**config.mk**
```make
export PLATFORM = sky130hd
export DESIGN_NAME = reg_writeback
export DESIGN_NICKNAME = d
export VERILOG_FILES = /design/src/rtl/wb_pkg.sv /design/src/rtl/wb_scoreboard.sv /design/src/rtl/reg_writeback.sv
export SDC_FILE = /design/constraint.sdc
export NUM_CORES = 1
export LEC_CHECK = 0
export CORE_AREA = 4 4 96 98
export DETAILED_ROUTE_END_ITERATION = 10
export DIE_AREA = 0 0 100 102
export PLACE_DENSITY = 0.8
export SETUP_SLACK_MARGIN = 0.5
export SYNTH_ARGS = -nofsm -noshare
export SYNTH_HDL_FRONTEND = slang
export SYNTH_SLANG_ARGS = --single-unit
```
**constraint.sdc**
```tcl
create_clock -name clk -period 2.4 [get_ports clk]
set_input_delay 0.48 -clock clk [delete_from_list [all_inputs] [get_ports clk]]
set_output_delay 0.48 -clock clk [all_outputs]
set_load 0.02 [all_outputs]
```
**src/rtl/wb_pkg.sv**
```systemverilog
// rtl/wb_pkg.sv - shared defaults and source-select type for the writeback stage
//
// Purpose: default widths/counts for reg_writeback and the enum naming which
//          result source (none / ALU / load unit) is accepted in a cycle.
// Ports:   none (package).
package wb_pkg;

  localparam int WB_DATA_WIDTH  = 32;
  localparam int WB_REG_NUM     = 32;
  localparam int WB_REG_NUM_BIT = 5;

  typedef enum logic [1:0] {
    SRC_NONE = 2'd0,
    SRC_ALU  = 2'd1,
    SRC_LSU  = 2'd2
  } wb_src_e;

endpackage

```
**src/rtl/wb_scoreboard.sv**
```systemverilog
// rtl/wb_scoreboard.sv - pending-write scoreboard for register hazard queries
//
// Purpose: one pending bit per register. Issue sets a bit, commit clears it,
//          and a set wins over a clear of the same index at the same edge.
//          Register 0 is never marked pending and always reads not busy.
// Ports:   clk, rst_n             clock, async active-low reset
//          set_en / set_idx       mark register as having an uncommitted write
//          clr_en / clr_idx       register-file commit of that register
//          rs1_idx / rs2_idx      query indices
//          rs1_busy / rs2_busy    combinational query results
module wb_scoreboard
  import wb_pkg::*;
#(
  parameter int REG_NUM     = WB_REG_NUM,
  parameter int REG_NUM_BIT = WB_REG_NUM_BIT
) (
  input  logic                   clk,
  input  logic                   rst_n,
  input  logic                   set_en,
  input  logic [REG_NUM_BIT-1:0] set_idx,
  input  logic                   clr_en,
  input  logic [REG_NUM_BIT-1:0] clr_idx,
  input  logic [REG_NUM_BIT-1:0] rs1_idx,
  input  logic [REG_NUM_BIT-1:0] rs2_idx,
  output logic                   rs1_busy,
  output logic                   rs2_busy
);

  logic [REG_NUM-1:0] pending;
  logic [REG_NUM-1:0] pending_nxt;

  // Clear first, then set, so a same-edge set of the same index survives.
  always_comb begin
    pending_nxt = pending;
    if (clr_en) begin
      pending_nxt[clr_idx] = 1'b0;
    end
    if (set_en && (set_idx != '0)) begin
      pending_nxt[set_idx] = 1'b1;
    end
  end

  always_ff @(posedge clk or negedge rst_n) begin
    if (!rst_n) begin
      pending <= '0;
    end else begin
      pending <= pending_nxt;
    end
  end

  assign rs1_busy = (rs1_idx != '0) && pending[rs1_idx];
  assign rs2_busy = (rs2_idx != '0) && pending[rs2_idx];

endmodule

```
**src/rtl/reg_writeback.sv**
```systemverilog
// rtl/reg_writeback.sv - ALU/load result arbitration into the register-file write port
//
// Purpose: accepts at most one result per cycle (load unit has fixed priority),
//          registers it onto the register-file write port one cycle later, and
//          tracks outstanding destination writes for hazard queries.
// Ports:   clk, rst_n                       clock, async active-low reset
//          alu_valid/alu_ready/alu_rd/alu_data   ALU result stream
//          lsu_valid/lsu_ready/lsu_rd/lsu_data   load result stream
//          issue_valid/issue_rd             issued instruction's destination
//          rs1_idx/rs2_idx, rs1_busy/rs2_busy    hazard queries
//          rf_wen/rf_waddr/rf_wdata         registered register-file write port
// Option:  WB_PERF_EN adds alu_wb_cnt, lsu_wb_cnt, alu_stall_cnt (32-bit, wrapping).
module reg_writeback
  import wb_pkg::*;
#(
  parameter int DATA_WIDTH  = WB_DATA_WIDTH,
  parameter int REG_NUM     = WB_REG_NUM,
  parameter int REG_NUM_BIT = WB_REG_NUM_BIT
) (
  input  logic                   clk,
  input  logic                   rst_n,
  input  logic                   alu_valid,
  output logic                   alu_ready,
  input  logic [REG_NUM_BIT-1:0] alu_rd,
  input  logic [DATA_WIDTH-1:0]  alu_data,
  input  logic                   lsu_valid,
  output logic                   lsu_ready,
  input  logic [REG_NUM_BIT-1:0] lsu_rd,
  input  logic [DATA_WIDTH-1:0]  lsu_data,
  input  logic                   issue_valid,
  input  logic [REG_NUM_BIT-1:0] issue_rd,
  input  logic [REG_NUM_BIT-1:0] rs1_idx,
  input  logic [REG_NUM_BIT-1:0] rs2_idx,
  output logic                   rs1_busy,
  output logic                   rs2_busy,
  output logic                   rf_wen,
  output logic [REG_NUM_BIT-1:0] rf_waddr,
  output logic [DATA_WIDTH-1:0]  rf_wdata
`ifdef WB_PERF_EN
  ,
  output logic [31:0]            alu_wb_cnt,
  output logic [31:0]            lsu_wb_cnt,
  output logic [31:0]            alu_stall_cnt
`endif
);

  // Goes high at the first edge after reset release, so nothing can be
  // accepted at that edge and no write appears in the following cycle.
  logic                   run;
  wb_src_e                src;
  logic [REG_NUM_BIT-1:0] sel_rd;
  logic [DATA_WIDTH-1:0]  sel_data;

  always_ff @(posedge clk or negedge rst_n) begin
    if (!rst_n) begin
      run <= 1'b0;
    end else begin
      run <= 1'b1;
    end
  end

  assign lsu_ready = run;
  assign alu_ready = run & ~lsu_valid;

  always_comb begin
    src      = SRC_NONE;
    sel_rd   = '0;
    sel_data = '0;
    if (lsu_valid && lsu_ready) begin
      src      = SRC_LSU;
      sel_rd   = lsu_rd;
      sel_data = lsu_data;
    end else if (alu_valid && alu_ready) begin
      src      = SRC_ALU;
      sel_rd   = alu_rd;
      sel_data = alu_data;
    end
  end

  // Writes to x0 are consumed but never reach the port; address/data only
  // move on a real write and otherwise hold.
  always_ff @(posedge clk or negedge rst_n) begin
    if (!rst_n) begin
      rf_wen   <= 1'b0;
      rf_waddr <= '0;
      rf_wdata <= '0;
    end else begin
      rf_wen <= (src != SRC_NONE) && (sel_rd != '0);
      if ((src != SRC_NONE) && (sel_rd != '0)) begin
        rf_waddr <= sel_rd;
        rf_wdata <= sel_data;
      end
    end
  end

  // Pending bits clear on commit (rf_wen), not when the result is accepted.
  wb_scoreboard #(
    .REG_NUM     (REG_NUM),
    .REG_NUM_BIT (REG_NUM_BIT)
  ) u_scoreboard (
    .clk      (clk),
    .rst_n    (rst_n),
    .set_en   (issue_valid),
    .set_idx  (issue_rd),
    .clr_en   (rf_wen),
    .clr_idx  (rf_waddr),
    .rs1_idx  (rs1_idx),
    .rs2_idx  (rs2_idx),
    .rs1_busy (rs1_busy),
    .rs2_busy (rs2_busy)
  );

`ifdef WB_PERF_EN
  always_ff @(posedge clk or negedge rst_n) begin
    if (!rst_n) begin
      alu_wb_cnt    <= '0;
      lsu_wb_cnt    <= '0;
      alu_stall_cnt <= '0;
    end else begin
      if (src == SRC_ALU) begin
        alu_wb_cnt <= alu_wb_cnt + 32'd1;
      end
      if (src == SRC_LSU) begin
        lsu_wb_cnt <= lsu_wb_cnt + 32'd1;
      end
      if (alu_valid && !alu_ready) begin
        alu_stall_cnt <= alu_stall_cnt + 32'd1;
      end
    end
  end
`endif

endmodule

```
* Word level (Yosys, flattened, before mapping) *
Cells that the tools add are included.

operators by class
  bitwise logic cells = 5
  mux-type cells = 16
  reduce and logical (&&, ||, !) cells = 13
  magnitude comparators = 6

operators by type and width
  operator                                                                       count
  32-bit 2-to-1 mux                                                              4
  32-bit AND                                                                     1
  32-bit inverter                                                                1
  32-bit bitwise OR                                                              1
  5-bit by 6-bit less-than comparator with 1-bit output (second input constant)  4
  5-bit nonzero test                                                             4
  1-bit binary-select mux with 5-bit select                                      2
  1-bit demux with 5-bit select                                                  2
  5-bit by 1-bit >= comparator with 1-bit output (second input constant)         2
  5-bit 2-to-1 mux                                                               2
  1-bit logical AND                                                              8
  1-bit 2-to-1 mux                                                               5
  2-bit 2-to-1 mux                                                               1
  2-bit nonzero test                                                             1
  1-bit AND                                                                      1
  1-bit inverter                                                                 1

word-level totals
  logic and storage cells = 45
  input port bits = 94
  output and inout port bits = 42
  flip-flop bits (word level) = 71

* Longest topological paths before layout *
  word-level depth = 9
  mapped depth = 7
  gate-level depth less buffers = 5

* Modules after synthesis *
Synthesis repeated with hierarchy kept, for this count alone.

unflattened totals
  cell total of the unflattened synthesis = 335
  area, all modules = 3888.7 sq um

modules (own cells, without submodules)
  module         cells each  sequential area each (sq um)  area each (sq um)  times used
  reg_writeback  137         975.9                         1948.1             1
  wb_scoreboard  198         775.7                         1940.6             1

* Worst setup path after synthesis *
Ideal clock, no wire load.

  path kind = input to output
  start point = in rs1_idx[2]
  end point = out rs1_busy
  path slack = 231 ps
  data arrival time = 1689 ps
  cell stages on the path = 5
  path buffers = 1
  cells stage by stage = buf_2 mux4_2 and3_1 o21ai_0 nand3_1

between the ends
  longest elaborated chain between the ends = 3
  elaborated cells between the ends (all ways) = 4
  those cells by class = mux (2); reduce/logical (2)

RTL lines
  element                                    RTL line             RTL
  start: declaration                         reg_writeback.sv:32  input logic [REG_NUM_BIT-1:0] rs1_idx,
  1-bit binary-select mux with 5-bit select  wb_scoreboard.sv:51  assign rs1_busy = (rs1_idx != '0) && pending[rs1_idx];
  1-bit 2-to-1 mux (implied by the code)     wb_scoreboard.sv:51
  1-bit logical AND (*)                      wb_scoreboard.sv:51
  end: declaration                           reg_writeback.sv:34  output logic rs1_busy,

Mark *: on every way between the ends. The rest lies on a longest branch, timed or not. The select of a mux whose other input is x is not followed.

* Final worst setup path *
  start point = in rs1_idx[0]
  end point = out rs1_busy

The elaborated chain is that of the path after synthesis.

==> impl_metrics.tcl <==
set metrics [dict create \
    post-route-min-period_ps 2350 \
    synth.distinct_cells 30 \
    crit_path_end_kind "output pin" \
    n_fill_cell 642 \
    p_seq_frac 0.450 \
    drc 0 \
    die_height_um 102 \
    comb_power_share 0.341 \
    cts.sinks 70 \
    tritoncts "yes" \
    path_class "in2out" \
    cp_common_cell "buf_6" \
    syn_avg_cell_area_um2 12.1 \
    diodes 0 \
    leakagePower_nw 2.30 \
    numCtsBuffers 9 \
    hold_viol 0 \
    portBuffers 135 \
    overflow 0 \
    hp-class "in2async" \
    ys_seq_area_frac 0.470 \
    dpl.hpwl_um 8500 \
    drt_pass1_iterations 5 \
    status "finished clean" \
    grt_use_met3 0.0567 \
    grt_max_degree 45 \
    synthTopCellsByArea "dfrtp_1, mux2_4, o21ai_0" \
    antenna_found_initial 0 \
    max_slew.worst_pin.slew_ps 634 \
    internal_power_mw 2.58 \
    synth_edf_count 0 \
    synth_area_um2 3720 \
    cp_num_buf_inv 4 \
    start_kind "input pin" \
    num-nets-final 552 \
    design_area_um2 5530 \
    grt_use_met2 0.375 \
    pin_count 136 \
    clk_latency_ps 330 \
    postRouteAntennaNets 0 \
    rows 34 \
    yosys_register_bits 70 \
    final-setup-viol-count 0 \
    cp_max_fo 6 \
    crit_path_max_incr_delay_ps 500 \
    core_um2 8470 \
    cts_root_buf "clkbuf_8" \
    yosysMostFrequentCell "dfrtp_1" \
    maxSlewViolCount 0 \
    async_flop_share 1.00 \
    syn_inst 307 \
    max_cap_violations 0 \
    totalWireLength_um 11000 \
    fmax_mhz 426 \
    synth_nets 401 \
    cts_buffer_depth 2 \
    synth_top_area_frac 0.470 \
    synth_common_cells "dfrtp_1, o21ai_0, a22o_1, mux2_4, mux4_2" \
    die_w_um 100 \
    p_switching_mw 1.18 \
    crit_slowest_cell "mux4_2" \
    cp.arrival_ps 1870 \
    grt_pass1_vias 3463 \
    avgRoutedWirePerCell_um 19.2 \
    dr.first_iter.drc_count 167 \
    cp_top_family "multiplexers" \
    vias 3315 \
    placed_cell_area_um2 5300 \
    crit_chain "buf_2 > buf_6 > buf_4 > mux4_2 > nor3b_1 > o21ai_1 > nand3_2 > buf_6" \
    fin_tns_setup_ps 0 \
    p_sw_frac 0.315 \
    clk_pin_slew_ps 70 \
    power_density_nw_per_um2 681 \
    grt_pass1_wl_um 17100 \
    rsz0062_at_grt "yes" \
    layout-drive-gt1-share 0.219 \
    irDropWorstVdd_v 0.000309 \
    synth_top_cell_by_area "dfrtp_1" \
    busiest_layer "met2" \
    start_util 0.440 \
    finalClockSkew_ps 6.19 \
    power_mw 3.77 \
    p_clk_frac 0.209 \
    synth_flop_cell "dfrtp_1" \
    fin_ws_ps 50.5 \
    grt_usage 0.218 \
    relSlewSlack 0.577 \
    grt_util_met1 0.261 \
    pre_cts_ws_ps -755 \
    cp.required_ps 1920 \
    place.gp.congestion 0.929 \
    vias_per_cell 5.82 \
    fin_crit_sh 0.979 \
    yosys_warnings 0 \
    area_growth_pct 48.4 \
    cts_hold_buf 0 \
    dieArea_um2 10200 \
    h-tree-depth 3 \
]
==> power by group through the flow <==
stage	logic (mW)	clock network [mW]	registers, mW
after floorplan	0.647	0	1.70
after global placement	1.21	0	1.68
after detailed placement	1.25	0	1.70
after CTS	1.26	0.800	1.69
after global routing	1.38	0.859	1.72
final	1.28	0.788	1.69
==> layout by cell type (no fill, tap or decap), types with 2 or more instances in the layout <==
cell type / instances
buf_2: 4
mux2i_1: 5
a32o_1: 3
a22o_1: 32
mux2_4: 25
buf_12: 5
mux2_2: 7
o21bai_1: 3
or3b_2: 2
nor3b_1: 3
or3_1: 5
nand3b_1: 8
o21ai_0: 65
clkdlybuf4s50_1: 120
and3_1: 2
clkinv_2: 2
clkbuf_1: 3
dfrtp_1: 69
dlygate4sd2_1: 7
nor2_1: 3
clkdlybuf4s15_2: 2
o21ai_1: 2
nand3_2: 2
buf_6: 3
mux4_2: 14
clkbuf_8: 10
a21oi_1: 6
nand3_1: 10
inv_1: 4
buf_4: 16
nand2_1: 7
==> registers in the layout (all words and copies together), names as in the netlist <==
signal / count
rf_wdata: 32
u_scoreboard.pending: 31
rf_waddr: 5
rf_wen: 1
lsu_ready: 1
==> logic make-up (layout without fill, tap and decap cells) <==
| kind of cell | Yosys count | count (layout) | synth area share |
|---|---|---|---|
| DFF | 70 | 70 | 0.470 |
| muxes | 52 | 52 | 0.223 |
| other | 1 | 1 | 0.00101 |
| and+or+nand+nor | 49 | 49 | 0.0800 |
| AOI/OAI and AO/OA | 114 | 114 | 0.194 |
| buffers and inverters | 21 | 176 | 0.0316 |
==> per-layer routing <==
metal	wire, µm	up-vias
met5	0	-
met2	5410	179
met4	265	0
li1	-	1488
met3	1080	26
met1	4210	1622
==> repair_timing <==
action / CTS / global route
resized for setup: 44 / 3
pin swaps: 6 / 4
setup endpoints to repair: 42 / 32
buffers inserted: 4 / 2
==> per-stage QoR <==
stage / hold slack, ps / util / cells
3_5_place_dp: 497 / 0.626 / 549
6_report: 163 / 0.653 / 570
5_1_grt: 209 / 0.653 / 570
2_1_floorplan: 184 / - / 307
4_1_cts: 173 / 0.649 / 568
3_3_place_gp: 490 / 0.626 / 549
==> final cells by class <==
type | instances | area, µm² | share of cell area
flip-flops and latches | 70 | 1750 | 0.317
repair buffers | 157 | 1560 | 0.282
clock inverters | 2 | 10.0 | 0.00181
inverters | 4 | 15.0 | 0.00272
well taps | 108 | 135 | 0.0245
clock buffers | 13 | 149 | 0.0269
multi-input cells | 216 | 1910 | 0.345
==> worst paths after layout <==
kind | startpoint | endpoint | slack [ps] | depth (start not counted)
max in group asynchronous | rst_n | lsu_ready$_DFF_PN0_ | 1570 | 2
max reg2reg | lsu_ready$_DFF_PN0_ | rf_wdata[23]$_DFFE_PN0P_ | 530 | 6
min in group clk | rf_wdata[2]$_DFFE_PN0P_ | rf_wdata[2]$_DFFE_PN0P_ | 510 | 1
max | rs1_idx[0] | rs1_busy | 50 | 8
min | rst_n | u_scoreboard.pending[18]$_DFF_PN0_ | 160 | 1
min reg2reg | rf_wdata[2]$_DFFE_PN0P_ | rf_wdata[2]$_DFFE_PN0P_ | 510 | 1
==> worst reg2reg max path, delay by kind of cell, from the launching register on <==
kind            cells  cell delay, ps
simple gates        3             500
flops               1             430
compound gates      1             300
mux                 1             300
buf+inv             1             210
Note: power is estimated with default switching activity, not from simulation.
